<file path="src/rtl/count_sequencer_if.sv">
// Requester-side bundle for count_sequencer: two level requests with run lengths,
// a shared count enable, and the registered grant/done/count/busy results.
interface count_sequencer_if #(
    parameter int WIDTH = 4
);
    // Handshake: reqN is a level held by the requester until doneN pulses or it
    // chooses to abort by dropping it; lenN is sampled only on the granting edge;
    // gntN stays high from grant through the done cycle; doneN is a one-cycle pulse.
    logic             req0;
    logic [WIDTH-1:0] len0;
    logic             req1;
    logic [WIDTH-1:0] len1;
    logic             en;
    logic             gnt0;
    logic             gnt1;
    logic             done0;
    logic             done1;
    logic [WIDTH-1:0] count;
    logic             busy;
    logic [1:0]       state_dbg;

    modport master (
        output req0, len0, req1, len1, en,
        input  gnt0, gnt1, done0, done1, count, busy, state_dbg
    );

    modport slave (
        input  req0, len0, req1, len1, en,
        output gnt0, gnt1, done0, done1, count, busy, state_dbg
    );
endinterface

</file>
<file path="src/rtl/count_sequencer.sv">
// Two-requester round-robin sequencer that runs a shared counter for the winner's
// latched length, then pulses done; all outputs come straight from flops.
module count_sequencer #(
    parameter int WIDTH = 4
) (
    input  logic            clk,
    input  logic            reset,
    count_sequencer_if.slave bus
);
    typedef enum logic [1:0] {
        IDLE = 2'd0,
        RUN  = 2'd1,
        DONE = 2'd2
    } state_e;

    state_e           state_q, state_d;
    logic             gnt0_q, gnt0_d;
    logic             gnt1_q, gnt1_d;
    logic             done0_q, done0_d;
    logic             done1_q, done1_d;
    logic [WIDTH-1:0] count_q, count_d;
    logic [WIDTH-1:0] len_q, len_d;
    logic             last_q, last_d;
    logic             owner_q, owner_d;

    logic             win;
    logic             owner_req;
    logic [WIDTH-1:0] term;

    // len=0 wraps to all-ones, giving a full 2^WIDTH-cycle run.
    assign term      = len_q - {{(WIDTH-1){1'b0}}, 1'b1};
    assign owner_req = owner_q ? bus.req1 : bus.req0;

    always_comb begin
        state_d = state_q;
        gnt0_d  = gnt0_q;
        gnt1_d  = gnt1_q;
        done0_d = 1'b0;
        done1_d = 1'b0;
        count_d = count_q;
        len_d   = len_q;
        last_d  = last_q;
        owner_d = owner_q;
        win     = 1'b0;

        case (state_q)
            IDLE: begin
                gnt0_d  = 1'b0;
                gnt1_d  = 1'b0;
                count_d = '0;
                if (bus.req0 || bus.req1) begin
                    // On a tie the requester not served last wins.
                    win     = (bus.req0 && bus.req1) ? ~last_q : bus.req1;
                    owner_d = win;
                    state_d = RUN;
                    gnt0_d  = ~win;
                    gnt1_d  = win;
                    len_d   = win ? bus.len1 : bus.len0;
                end
            end
            RUN: begin
                if (!owner_req) begin
                    state_d = IDLE;
                    gnt0_d  = 1'b0;
                    gnt1_d  = 1'b0;
                    count_d = '0;
                    last_d  = owner_q;
                end else if (bus.en) begin
                    if (count_q == term) begin
                        state_d = DONE;
                        done0_d = ~owner_q;
                        done1_d = owner_q;
                        last_d  = owner_q;
                    end else begin
                        count_d = count_q + {{(WIDTH-1){1'b0}}, 1'b1};
                    end
                end
            end
            DONE: begin
                state_d = IDLE;
                gnt0_d  = 1'b0;
                gnt1_d  = 1'b0;
                count_d = '0;
            end
            default: begin
                state_d = IDLE;
                gnt0_d  = 1'b0;
                gnt1_d  = 1'b0;
                count_d = '0;
            end
        endcase
    end

    always_ff @(posedge clk) begin
        if (reset) begin
            state_q <= IDLE;
            gnt0_q  <= 1'b0;
            gnt1_q  <= 1'b0;
            done0_q <= 1'b0;
            done1_q <= 1'b0;
            count_q <= '0;
            len_q   <= '0;
            last_q  <= 1'b1;
            owner_q <= 1'b0;
        end else begin
            state_q <= state_d;
            gnt0_q  <= gnt0_d;
            gnt1_q  <= gnt1_d;
            done0_q <= done0_d;
            done1_q <= done1_d;
            count_q <= count_d;
            len_q   <= len_d;
            last_q  <= last_d;
            owner_q <= owner_d;
        end
    end

    assign bus.gnt0      = gnt0_q;
    assign bus.gnt1      = gnt1_q;
    assign bus.done0     = done0_q;
    assign bus.done1     = done1_q;
    assign bus.count     = count_q;
    assign bus.busy      = (state_q != IDLE);
    assign bus.state_dbg = state_q;
endmodule

</file>
<file path="src/flat_wrapper.sv">
// flat-port wrapper written by rule: the top's interface ports become plain ports
module count_sequencer_flat 
#(
    parameter int WIDTH = 4
)
  (clk, reset, bus_req0, bus_len0, bus_req1, bus_len1, bus_en, bus_gnt0, bus_gnt1, bus_done0, bus_done1, bus_count, bus_busy, bus_state_dbg);
  count_sequencer_if #(.WIDTH(WIDTH)) bus_i ();
  input  logic clk;
  input  logic reset;
  input wire logic [$bits(bus_i.req0)-1:0] bus_req0;
  input wire logic [$bits(bus_i.len0)-1:0] bus_len0;
  input wire logic [$bits(bus_i.req1)-1:0] bus_req1;
  input wire logic [$bits(bus_i.len1)-1:0] bus_len1;
  input wire logic [$bits(bus_i.en)-1:0] bus_en;
  output wire logic [$bits(bus_i.gnt0)-1:0] bus_gnt0;
  output wire logic [$bits(bus_i.gnt1)-1:0] bus_gnt1;
  output wire logic [$bits(bus_i.done0)-1:0] bus_done0;
  output wire logic [$bits(bus_i.done1)-1:0] bus_done1;
  output wire logic [$bits(bus_i.count)-1:0] bus_count;
  output wire logic [$bits(bus_i.busy)-1:0] bus_busy;
  output wire logic [$bits(bus_i.state_dbg)-1:0] bus_state_dbg;
  assign bus_i.req0 = bus_req0;
  assign bus_i.len0 = bus_len0;
  assign bus_i.req1 = bus_req1;
  assign bus_i.len1 = bus_len1;
  assign bus_i.en = bus_en;
  assign bus_gnt0 = bus_i.gnt0;
  assign bus_gnt1 = bus_i.gnt1;
  assign bus_done0 = bus_i.done0;
  assign bus_done1 = bus_i.done1;
  assign bus_count = bus_i.count;
  assign bus_busy = bus_i.busy;
  assign bus_state_dbg = bus_i.state_dbg;
  count_sequencer #(.WIDTH(WIDTH)) u_core (.clk(clk), .reset(reset), .bus(bus_i));
endmodule
</file>
<file path="config.mk">
export PLATFORM = sky130hd
export DESIGN_NAME = count_sequencer_flat
export DESIGN_NICKNAME = d
export VERILOG_FILES = /design/src/rtl/count_sequencer_if.sv /design/src/rtl/count_sequencer.sv /design/src/flat_wrapper.sv
export SDC_FILE = /design/constraint.sdc
export NUM_CORES = 1
export LEC_CHECK = 0
export BUFFER_PORTS_ARGS = -buffer_cell sky130_fd_sc_hd__buf_2
export CORE_ASPECT_RATIO = 0.7
export CORE_MARGIN = 3
export CORE_UTILIZATION = 40
export DETAILED_ROUTE_END_ITERATION = 12
export PLACE_DENSITY = 0.77
export SYNTH_ARGS = -nofsm -noshare
export SYNTH_HDL_FRONTEND = slang
export SYNTH_SLANG_ARGS = --single-unit
export TNS_END_PERCENT = 1
</file>
<file path="constraint.sdc">
create_clock -name clk -period 2.9 [get_ports clk]
set_input_delay 0.145 -clock clk [delete_from_list [all_inputs] [get_ports clk]]
set_output_delay 0.145 -clock clk [all_outputs]
set_load 0.02 [all_outputs]
</file>
==> run_results.csv <==
group,metric,value,unit
cts,cts_made_buffers,3,
yosys,syn-num-nets,101,
global_routing,grt.met3_usage,6.08,%
cts,postCtsHoldBufs,0,
timing,rsz0062_at_grt,"no",
cts,cts_buffer_depth,2,
timing,drv_slew,0,
yosys,synth_top_family_by_area,"simple AND/OR/NAND/NOR gates",
yosys,yosysTopAreaCellShare,41.2,%
yosys,ys_seq_area_share,41.2,%
power_and_ir_drop,power,0.492,mW
cells_and_area,utilization,55.6,%
yosys,synth_fa_ha_area_share,3.22,%
cells_and_area,fin_nets,128,
global_routing,grt_pass1_vias,676,
cts,cts_tree,"built",
global_routing,use_met1,17.9,%
route,drc,0,
cts,post-cts-setup-buffers,0,
timing,fin_tns_setup,0,ns
yosys,synthMostInstantiatedCell,"dfxtp_1",
yosys,synth_flop_cell,"dfxtp_1",
floorplanning,dieArea,0.00252,sq mm
global_routing,grt_usage,14.9,%
floorplanning,io_pins,24,
cells_and_area,final.fill_count,168,
timing,skew,0.00743,ns
setup_path,critPathMaxFanout,4,
cts,clkSlewWorstSetupHoldPaths,0.10,ns
timing,tightestPinTransition,0.545,ns
timing,whs,0.139,ns
route,ant_nets,0,
route,wl_per_cell,12.8,um
yosys,synthXorXnorAreaFrac,9.65,%
timing,setup_ws,1.17,ns
setup_path,crit_required,3.08,ns
setup_path,path_class,"flop to flop",
yosys,yosysTopAreaCell,"dfxtp_1",
yosys,synthSimpleGateAreaFrac,19.5,%
setup_path,arrival,1.91,ns
yosys,synth.area.mux_share,9.16,%
timing,period_minus_slack,1.73,ns
cts,clock-sinks,16,
yosys,yosys-top-cells-count,"16 x dfxtp_1, 13 x nor2_1, 8 x nand2_1",
global_routing,grt-ovfl-total,0,
timing,slew_headroom,63.5,%
global_routing,top_usage_layer,"met2",
cts,htreeDepth,1,
setup_path,start_kind,"flop",
yosys,synthesis.area,778,sq um
power_and_ir_drop,peakVddDrop,0.366,mV
cells_and_area,drive_above_1_share,29.5,%
yosys,ys.warnings.count,0,
timing,setup_viol,0,
global_routing,antenna_found_initial,0,
timing,timing.final.crit_share,59.5,%
run_status,status,"finished clean",
route,dr_total_vias,691,
setup_path,setup.worst_path.end_class,"flop",
floorplanning,die_w,58.7,um
yosys,synthArstFlopShare,0,%
floorplanning,row_count,12,
cells_and_area,num_antenna_cells,0,
floorplanning,initial_core_util,45.5,%
place,io_buffers,23,
timing,hold_viol,0,
global_routing,use_met2,24.0,%
place,globalplace.congestion,0.803,
cells_and_area,synthToLayoutAreaGrowth,22.3,%
place,place_hpwl,1330,um
place,place_ws,1.22,ns
yosys,synth-seq-cells,16,
route,drtIter0Drc,32,
yosys,ys_types,29,
floorplanning,core_area,0.00171,sq mm
global_routing,grt_pass1_wl,2860,um
yosys,synth-edff-count,0,
yosys,synthTopCellsByArea,"dfxtp_1 41%, mux2i_1 7.7%, nor2_1 6.3%",
yosys,synthCells,86,
worst_hold_path,hold_class,"input port to flop",
flow_run,maxCapViolations,0,
power_and_ir_drop,p_leak,0.440,nW
timing,clock.fmax,0.580,GHz
floorplanning,die_y,42.9,um
route,totalWireLength,1700,um
power_and_ir_drop,power_density,516,mW/mm^2
cts,insertion_delay,0.29,ns
global_routing,grt_max_degree,13,
cts,post_cts_resized,0,
route,post_drt_via_cell_ratio,5.20,
route,firstDrtPassIters,4,
yosys,synth_area_per_cell,9.05,sq um
cts,cts_root_buffer,"clkbuf_4",
yosys,synth_compound_area_share,15.4,%
critical path, stage by stage (launching register included):
cell and delay [ns]:
dfxtp_1 0.41, inv_1 0.06, ha_1 0.30, xor2_1 0.22, nand3_2 0.12, o21ai_1 0.24
mux2i_1 0.22, nor2_1 0.05
routing by layer:
layer  up-vias  share of wire [%]  routed length [um]
li1        353                  -                   -
met1       304                 46                 788
met5         -                  0                   0
met4         0                2.2                  38
met2        28                 44                 745
met3         6                7.4                 125
final cells by class:
cell class,count,area [sq um],area share (%)
clock buffers,4,36.3,3.81
inverters,3,11.3,1.18
multi-input cells,66,443,46.5
flip-flops and latches,16,320,33.6
well taps,21,26.3,2.76
repair buffers,23,115,12.1
placed cells by master, fill, tap and decap left out:
master,count
buf_2,23
mux2i_1,6
and2_1,1
nand2_1,8
a31oi_1,1
nand4_1,1
inv_1,3
xnor3_1,1
nor2_1,13
nor3_1,1
or2_2,1
a211oi_1,4
a311oi_1,1
a21oi_1,4
nor2_2,1
o31ai_1,1
xor2_1,3
o21ai_0,4
dfxtp_1,16
clkbuf_8,1
clkbuf_4,3
nor2b_1,3
xnor2_1,3
nand3_2,1
o21ai_1,1
o41a_1,1
ha_1,2
a21boi_2,1
or3_1,1
mux2_2,1
and3_2,1
logic make-up after synthesis:
logic type,after synthesis
and+or+nand+nor,32
AOI/OAI and AO/OA,18
DFF,16
xor gates and xnor gates,7
muxes,7
buffers and inverters,4
adders and majority gates,2
metrics by stage:
step                cells  cell area [sq um]
floorplan              86                778
global placement      129                916
detailed placement    129                916
CTS                   133                952
global route          133                952
finish                133                952
sequential cells by signal, indices dropped and copies added, names as in the netlist:
name,count
u_core.bus.count,4
u_core.len_q,4
u_core.bus.state_dbg,2
u_core.bus.done0,1
u_core.bus.done1,1
u_core.bus.gnt0,1
u_core.bus.gnt1,1
u_core.last_q,1
u_core.owner_q,1
final timing paths:
kind                         from                      end  cells past startpoint  slack, ns
setup / recovery  u_core.len_q[0]      u_core.bus.count[1]                      7       1.17
hold reg to reg   u_core.bus.gnt1          u_core.bus.gnt1                      2       0.46
hold / removal             bus_en  u_core.bus.state_dbg[0]                      2       0.14
setup reg to reg  u_core.len_q[0]      u_core.bus.count[1]                      7       1.17
power breakdown:
| part | switching (mW) | leakage, nW | internal (mW) |
|---|---|---|---|
| clock | 0.0705 | 0.0210 | 0.0764 |
| sequential | 0.0117 | 0.131 | 0.232 |
| combinational | 0.0568 | 0.288 | 0.0438 |
(Power assumes the default switching activity.)
